File: src/rtl/io_port_driver.sv
// Bridges a CPU's memory-mapped I/O port pair to host-side valid/ready queues.
// Each change of OUTPORTout is one CPU write: it queues the word and advances INPORTin.
//   state  | meaning
//   IDLE   | waiting for run; OUTPORTout is tracked but never raises an event
//   RUN    | detecting writes as changes of OUTPORTout
//   STALL  | output queue was full on a write; holding the word in pending, stop=1
//   HALTED | CPU stopped; only host-side queue traffic remains until reset
module io_port_driver #(
  parameter int DEPTH = 4
) (
  input  logic        clk,
  input  logic        reset,
  input  logic        run,
  input  logic [31:0] OUTPORTout,
  output logic [31:0] INPORTin,
  output logic        stop,
  input  logic [31:0] in_data,
  input  logic        in_valid,
  output logic        in_ready,
  output logic [31:0] out_data,
  output logic        out_valid,
  input  logic        out_ready,
  output logic        halted,
  output logic        underflow,
  output logic [15:0] event_count
);

  localparam int PW = (DEPTH > 1) ? $clog2(DEPTH) : 1;
  localparam logic [PW:0] CNT_FULL = (PW+1)'(DEPTH);

  typedef enum logic [1:0] {IDLE, RUN, STALL, HALTED} state_t;

  state_t state, state_nxt;

  logic [31:0]   in_mem  [DEPTH];
  logic [31:0]   out_mem [DEPTH];
  logic [PW-1:0] in_wr, in_rd, out_wr, out_rd;
  logic [PW:0]   in_cnt, out_cnt;
  logic [31:0]   cur_in, prev_out, pending;

  logic        in_full, in_empty, out_full, out_empty;
  logic        in_push, out_pop;
  logic        write_ev;
  logic        cpu_push, cpu_pop, set_underflow, set_halted, load_pending;
  logic [31:0] cpu_word;

  assign in_full   = (in_cnt == CNT_FULL);
  assign in_empty  = (in_cnt == '0);
  assign out_full  = (out_cnt == CNT_FULL);
  assign out_empty = (out_cnt == '0);

  assign in_ready  = !in_full;
  assign out_valid = !out_empty;
  assign out_data  = out_mem[out_rd];
  assign INPORTin  = cur_in;

  assign in_push  = in_valid && in_ready;
  assign out_pop  = out_valid && out_ready;
  assign write_ev = (state == RUN) && (OUTPORTout != prev_out);

  // Fullness is judged on the pre-edge count, so a host pop on a full queue
  // never lets a CPU word slip in on the same edge.
  always_comb begin
    state_nxt     = state;
    cpu_push      = 1'b0;
    cpu_word      = OUTPORTout;
    load_pending  = 1'b0;
    set_halted    = 1'b0;
    case (state)
      IDLE: begin
        if (run) state_nxt = RUN;
      end
      RUN: begin
        if (write_ev && out_full) begin
          load_pending = 1'b1;
          state_nxt    = STALL;
        end else begin
          cpu_push = write_ev;
          if (!run) begin
            state_nxt  = HALTED;
            set_halted = 1'b1;
          end
        end
      end
      STALL: begin
        if (!out_full) begin
          cpu_push   = 1'b1;
          cpu_word   = pending;
          state_nxt  = run ? RUN : HALTED;
          set_halted = !run;
        end
      end
      default: ;
    endcase
    cpu_pop       = cpu_push && !in_empty;
    set_underflow = cpu_push && in_empty;
  end

  always_ff @(posedge clk or negedge reset) begin
    if (!reset) begin
      state       <= IDLE;
      stop        <= 1'b0;
      prev_out    <= '0;
      pending     <= '0;
      cur_in      <= '0;
      event_count <= '0;
      halted      <= 1'b0;
      underflow   <= 1'b0;
      in_wr       <= '0;
      in_rd       <= '0;
      in_cnt      <= '0;
      out_wr      <= '0;
      out_rd      <= '0;
      out_cnt     <= '0;
    end else begin
      state    <= state_nxt;
      stop     <= (state_nxt == STALL);
      prev_out <= OUTPORTout;
      if (load_pending) pending <= OUTPORTout;
      if (cpu_push) event_count <= event_count + 16'd1;
      if (cpu_pop) cur_in <= in_mem[in_rd];
      if (set_halted) halted <= 1'b1;
      if (set_underflow) underflow <= 1'b1;

      if (in_push) in_wr <= in_wr + 1'b1;
      if (cpu_pop) in_rd <= in_rd + 1'b1;
      in_cnt <= in_cnt + {{PW{1'b0}}, in_push} - {{PW{1'b0}}, cpu_pop};

      if (cpu_push) out_wr <= out_wr + 1'b1;
      if (out_pop) out_rd <= out_rd + 1'b1;
      out_cnt <= out_cnt + {{PW{1'b0}}, cpu_push} - {{PW{1'b0}}, out_pop};
    end
  end

  // Storage needs no reset: emptiness is defined by the pointers and counts.
  always_ff @(posedge clk) begin
    if (in_push) in_mem[in_wr] <= in_data;
    if (cpu_push) out_mem[out_wr] <= cpu_word;
  end

endmodule

File: config.mk
export PLATFORM = sky130hd
export DESIGN_NAME = io_port_driver
export DESIGN_NICKNAME = d
export VERILOG_FILES = /design/src/rtl/io_port_driver.sv
export SDC_FILE = /design/constraint.sdc
export NUM_CORES = 1
export LEC_CHECK = 0
export CORE_ASPECT_RATIO = 0.75
export CORE_MARGIN = 2
export CORE_UTILIZATION = 61
export DETAILED_ROUTE_END_ITERATION = 8
export HOLD_SLACK_MARGIN = 0.02
export PLACE_DENSITY = 0.85
export SYNTH_ARGS = -nofsm -noshare
export SYNTH_HDL_FRONTEND = slang
export SYNTH_SLANG_ARGS = --single-unit
File: constraint.sdc
create_clock -name clk -period 4.6 [get_ports clk]
set_input_delay 0.92 -clock clk [delete_from_list [all_inputs] [get_ports clk]]
set_output_delay 0.92 -clock clk [all_outputs]
set_load 0.05 [all_outputs]
==> flow_summary.toml, run 1 <==
[worst_setup_path]
critical_path.startpoint_type = "input port"
critical_path.max_fanout = 4
r2r.worst_path.cells = 12
timing.critical_path.arrival_ns = 4.16
timing.rr.end = "in_cnt[2]"
cp.required_ns = 4.99
reg2reg_from = "prev_out[24]"
ff2ff_setup_slack_ns = 1.42
critical_path.endpoint_type = "register"
type_of_the_worst_setup_path = "in -> reg"

[timing]
final_min_period_over_clock_period_pct = 82.0
setup_viol_count_final = 0
rsz_0062_raised_after_global_routing = "no"
setup_total_negative_slack_ns = 0
max-slew-margin-rel_pct = 37.2
worst_slew_pin_slew_ns = 0.942
fin_worst_skew_ns = 0.0267
finalWorstPathRequiredPeriod_ns = 3.77
final.setup.worst_slack_ns = 0.828
maxSlewViolCount = 0
final_hold_viol_count = 0
fmaxAchievable_mhz = 265
timing.hold.ws_ns = 0.481

[route]
drtPass1Iterations = 5
wirelength_um = 29300
wl_per_cell_um = 22.5
detail_route.iter0.violations = 566
avgViaCountPerCell = 5.76
remaining_drc_errors = 0
detailroute.via_count = 7498
detail-route-antenna-nets = 0

[synthesis]
synth.largest_area_cell = "edfxtp_1"
post_synth_edffs = 256
synth_top_flop_cell = "edfxtp_1"
compound_gate_fraction_of_synth_area_pct = 1.68
synthesis.area_per_instance_um2 = 19.7
post_synth_and_or_nand_nor_area_fraction_pct = 1.95
synth.area.mux_share_pct = 17.0
synth-xor-area-share_pct = 3.32
synth.cell_area_um2 = 15000
synth_async_sr_flop_share_pct = 33.9
synth_top_cells_by_area = "edfxtp_1 (51%), dfrtp_1 (22%), mux4_2 (9.6%), mux2_2 (4.4%), mux2_1 (2.8%)"
synth_top_family_by_area = "multiplexers"
post_syn_instances = 762
yosys_warnings = 0
synth_fa_ha_area_share_pct = 1.68
synth.yosys.seq_area_share_pct = 72.9
netlist.area_leader.share_pct = 51.1
ys_ff_latch = 387
synth.distinct_cells = 42
syn_nets = 850

[floorplanning]
pin_count = 154
initial_core_utilization_pct = 62.5
floorplan.die.height_um = 140
row_count = 49
die-area_um2 = 26000
placeable_core_region_um2 = 24100
die_x_um = 185

[clock_network]
worst_setup_hold_path_clk_slew_ns = 0.06
worst_skew_pair.late_latency_ns = 0.51
post_cts_resized = 0
cts_tree = "built"
cts_max_level = 2
max_root_sink_buffers = 3
cts.sinks = 387
tritoncts.num_buffers = 36
clockRootBuffer = "clkbuf_16"
post_cts_hold_buffer_count = 0
post_cts.repair.setup_buffers = 0

[place]
detailed_place_hpwl_um = 17500
port_buffers = 153
globalplace.congestion = 0.783
detailedPlace.worstSlack_ns = 0.377

[pwr]
switching_share_pct = 35.4
p_per_area_nw_per_um2 = 734
static-leakage-power_nw = 6.63
vdd.ir_drop.worst_v = 0.000608
clock_power_share_pct = 22.6
gate_power_share_pct = 37.9
power.internal_mw = 8.66
power.switching_mw = 4.75
power.sequential.fraction_pct = 39.4

[global_routing]
grt_max_degree = 102
grt.total_usage_pct = 23.8
gr-total-overflow = 0
first_pass_grt_wire_length_um = 46500
grt_antenna_before_repair = 0
grt_pass1_vias = 8119

[run_status]
outcome = "completed"

[finish]
n_antenna_cell = 0
drive_above_1_share_pct = 21.7
finalCoreUtilization_pct = 75.8
finish.net_count = 1033
area_growth_syn_to_layout_pct = 21.4

[worst_hold_path]
holdCritPathClass = "reg -> reg"
hold_path_depth = 1
worst_hold_startpoint = "halted"
worst_hold_path.endpoint = "halted"

[job]
max_cap_violations = 0
-- worst max path at each step --
stage,startpoint,end,slack [ns],cells past startpoint
2_1_floorplan,OUTPORTout[30],out_mem[0][0],1.16,6
3_3_place_gp,OUTPORTout[24],in_cnt[2],0.43,13
3_5_place_dp,OUTPORTout[24],in_cnt[2],0.38,13
4_1_cts,OUTPORTout[24],in_cnt[2],0.85,13
5_1_grt,OUTPORTout[24],in_cnt[2],0.56,13
6_report,OUTPORTout[24],in_cnt[2],0.83,13
-- cell families (layout without fill, tap and decap cells) --
logic type / after synthesis / in the layout
adders and majority gates: 19 / 19
and+or+nand+nor: 55 / 55
AOI/OAI and AO/OA: 32 / 32
muxes: 162 / 162
DFF: 387 / 387
buffers and inverters: 50 / 259
xor gates and xnor gates: 57 / 57
-- state kept, by name (all words and copies together) (netlist names) --
| register | cells |
|---|---|
| out_mem | 128 |
| state | 2 |
| in_wr | 2 |
| out_cnt | 3 |
| in_rd | 2 |
| event_count | 16 |
| INPORTin | 32 |
| prev_out | 32 |
| halted | 1 |
| stop | 1 |
| underflow | 1 |
| pending | 32 |
| in_cnt | 3 |
| out_wr | 2 |
| out_rd | 2 |
| in_mem | 128 |
-- layout by cell type, fill, tap and decap left out, drive strengths merged, types with 3 or more instances in the layout --
cell type	count
o21ai	5
mux4	64
edfxtp	256
mux2	98
clkdlybuf4s50	152
clkbuf	45
dfrtp	131
xnor2	23
o21bai	3
ha	17
nor2	11
buf	23
nand2	10
clkinv	12
bufinv	5
o2111ai	8
inv	20
and3	11
o211ai	7
xor2	34
and2	7
nor4	8
a21oi	3
-- synthesized netlist by cell type, types with 3 or more instances --
cell	n
buf_6	3
and2_1	7
clkbuf_1	13
dfrtp_1	131
nor2_1	11
ha_1	17
nor4_1	8
o211ai_1	6
and3_1	11
buf_4	3
mux2_1	37
buf_1	3
o2111ai_1	8
o21bai_1	3
xor2_1	34
mux2_2	59
nand2_1	10
edfxtp_1	256
buf_2	8
mux4_2	64
o21ai_0	3
inv_1	20
xnor2_1	23
-- worst max-delay path: stages --
cell	delay [ns]
clkdlybuf4s50_1	0.52
xor2_1	0.19
nor4_1	0.47
nand4_1	0.37
o21ai_1	0.43
a21oi_4	0.10
ha_1	0.28
inv_1	0.06
ha_1	0.13
inv_1	0.05
fa_1	0.37
xnor2_1	0.14
xnor2_1	0.12
-- power by group through the flow --
stage,Combinational (mW),Sequential (mW),Clock (mW)
3_5_place_dp,5.08,5.34,0
6_report,5.09,5.29,3.03
2_1_floorplan,3.09,5.72,0
5_1_grt,5.41,5.39,3.23
3_3_place_gp,4.97,5.29,0
4_1_cts,5.14,5.30,3.09
-- per-layer routing --
metal  global-route usage (%)  wire (um)  vias to the layer above
met5                        0          0                        -
met4                     5.22        433                        0
met3                     4.60       1630                       33
met2                     37.5      14200                      226
met1                     35.3      13000                     3917
li1                         -          -                     3322
-- per-stage QoR --
stage          std cells  cell area [um^2]  power, mW
2_1_floorplan        762             15000       8.81
3_5_place_dp        1238             17100       10.4
5_1_grt             1302             18300       14.0
4_1_cts             1302             18300       13.5
6_report            1302             18300       13.4
3_3_place_gp        1238             17100       10.3
-- area by class of cell --
cell class              count  area, um^2
flip-flops and latches    387       11000
fillers                  1348        5830
multi-input cells         325        3880
repair buffers            175        1710
clock buffers              45         996
well taps                 331         414
clock inverters            19         215
inverters                  20        75.1
Note: power is estimated with default switching activity, not from simulation.
==> inputs of run 2 (changes only) <==
CORE_UTILIZATION = 51   (was 61)
PLACE_DENSITY = 0.76   (was 0.85)
clock period = 3.21 ns   (was 4.6 ns; I/O delays follow)
==> flow_summary.toml, run 2 (same netlist as run 1, synthesis figures left out) <==
[floorplanning]
row_count = 54
floorplan.die.height_um = 153
initial_core_utilization_pct = 51.8
die_x_um = 202
placeable_core_region_um2 = 29100
pin_count = 154
die-area_um2 = 30900

[clock_network]
post_cts_hold_buffer_count = 0
cts_tree = "built"
tritoncts.num_buffers = 38
post_cts.repair.setup_buffers = 0
max_root_sink_buffers = 3
worst_setup_hold_path_clk_slew_ns = 0.06
worst_skew_pair.late_latency_ns = 0.51
clockRootBuffer = "clkbuf_16"
cts.sinks = 387
cts_max_level = 2

[timing]
setup_viol_count_final = 0
timing.hold.ws_ns = 0.0356
final_min_period_over_clock_period_pct = 95.5
fin_worst_skew_ns = 0.0145
maxSlewViolCount = 0
finalWorstPathRequiredPeriod_ns = 3.06
max-slew-margin-rel_pct = 47.7
fmaxAchievable_mhz = 326
final_hold_viol_count = 0
worst_slew_pin_slew_ns = 0.783

[route]
wl_per_cell_um = 21.1
avgViaCountPerCell = 5.39
detail-route-antenna-nets = 0
drtPass1Iterations = 4
detail_route.iter0.violations = 492
wirelength_um = 29800
remaining_drc_errors = 0
detailroute.via_count = 7594

[pwr]
switching_share_pct = 35.6
p_per_area_nw_per_um2 = 1030
static-leakage-power_nw = 6.95
power.sequential.fraction_pct = 38.8
clock_power_share_pct = 22.0
power.switching_mw = 6.86
report.power.total_mw = 19.3
vdd.ir_drop.worst_v = 0.000754
gate_power_share_pct = 39.2
power.internal_mw = 12.4

[finish]
mostFrequentLayoutCell = "edfxtp_1"
drive_above_1_share_pct = 28.6
area_growth_syn_to_layout_pct = 24.8
finish.net_count = 1077
n_antenna_cell = 0
most-common-layout-cells = "edfxtp_1 (256), dfrtp_1 (129), clkdlybuf4s50_1 (116)"
final_design_area_no_fill_um2 = 18800
layout_top_registers = "in_mem: 128 flops, out_mem: 128 flops"
num-fill-cells = 1978

[worst_setup_path]
type_of_the_worst_setup_path = "in -> reg"
timing.critical_path.arrival_ns = 3.45
critical_path.endpoint_type = "register"
critical_path.max_fanout = 2
cp.required_ns = 3.59
critical_path.startpoint_type = "input port"

[place]
placedInstanceArea_um2 = 17500
detailed_place_hpwl_um = 19000
port_buffers = 153
globalplace.congestion = 0.740

[global_routing]
gr-total-overflow = 0
grt.total_usage_pct = 19.8
grt_antenna_before_repair = 0
grt_max_degree = 76
first_pass_grt_wire_length_um = 47200
grt_pass1_vias = 8176

[run_status]
outcome = "completed"

[worst_hold_path]
holdCritPathClass = "in -> async"

[job]
max_cap_violations = 0
-- run 2: changes by cell type in the layout (fill, tap and decap cells not counted), sizes merged --
cell	previous run	this run
buf	23	97
clkdlybuf4s50	152	116
clkbuf	45	54
dlymetal6s2s	0	4
bufinv	5	2
clkinvlp	2	0
inv	20	22
clkinv	12	11
-- run 2: what timing repair did --
action | CTS | global route
endpoints found under the setup margin | 2 | 3
pin swaps | 0 | 8
resized for setup | 1 | 11
cloned | 0 | 0
-- run 2: area by class of cell --
| class | count | area, um^2 | area share [%] |
|---|---|---|---|
| Timing Repair Buffer | 217 | 2130 | 11.4 |
| Tap cell | 392 | 490 | 2.61 |
| Clock inverter | 15 | 126 | 0.673 |
| Sequential cell | 387 | 11000 | 58.4 |
| Clock buffer | 54 | 1050 | 5.61 |
| Multi-Input combinational cell | 325 | 3930 | 20.9 |
| Inverter | 20 | 75.1 | 0.400 |
-- run 2: power by group through the flow --
stage	registers, mW	clock network [mW]	logic [mW]
floorplan	8.19	0	4.43
global placement	7.51	0	7.48
detailed placement	7.58	0	7.60
CTS	7.49	4.33	7.63
global route	7.63	4.50	8.07
finish	7.48	4.24	7.57
-- run 2: path summary, 6_finish.rpt --
kind                            slack [ns]  depth (start not counted)              end       startpoint
worst min-delay path                  0.04                          1      INPORTin[2]            reset
worst min register to register        0.48                          1  event_count[15]  event_count[15]
max in group asynchronous             2.43                          2      pending[20]            reset
min in group clk                      0.36                          1     prev_out[17]   OUTPORTout[17]
worst max register to register        0.34                         14        in_cnt[2]     prev_out[13]
worst max-delay path                  0.15                         15        in_cnt[2]   OUTPORTout[13]
-- run 2: critical path, cell delays in order --
cell and delay (ns):
clkdlybuf4s50_1 0.44, xor2_1 0.16, nor4_1 0.32, buf_4 0.16
nand4_1 0.19, o21ai_1 0.21, buf_4 0.15, a21oi_4 0.05
ha_1 0.27, inv_1 0.06, ha_1 0.14, inv_1 0.05
fa_2 0.35, xnor2_2 0.15, xnor2_1 0.12
-- run 2: stage by stage --
stage | worst slack [ns] | util, % | TNS (ns) | cells
floorplan | 0.0471 | - | 0 | 762
global placement | -0.636 | 60.4 | -50.43 | 1341
global route | -0.00173 | 64.6 | -0.00173 | 1410
finish | 0.145 | 64.6 | 0 | 1410
CTS | 0.0277 | 64.4 | 0 | 1410
detailed placement | -0.601 | 60.4 | -42.21 | 1341
-- run 2: metal layers --
layer / vias to the layer above / routed length, um / global-route usage, %
met5: - / 0 / 0
met2: 132 / 14200 / 31.2
met1: 4010 / 13900 / 29.3
li1: 3417 / - / -
met3: 35 / 1210 / 3.66
met4: 0 / 445 / 4.34
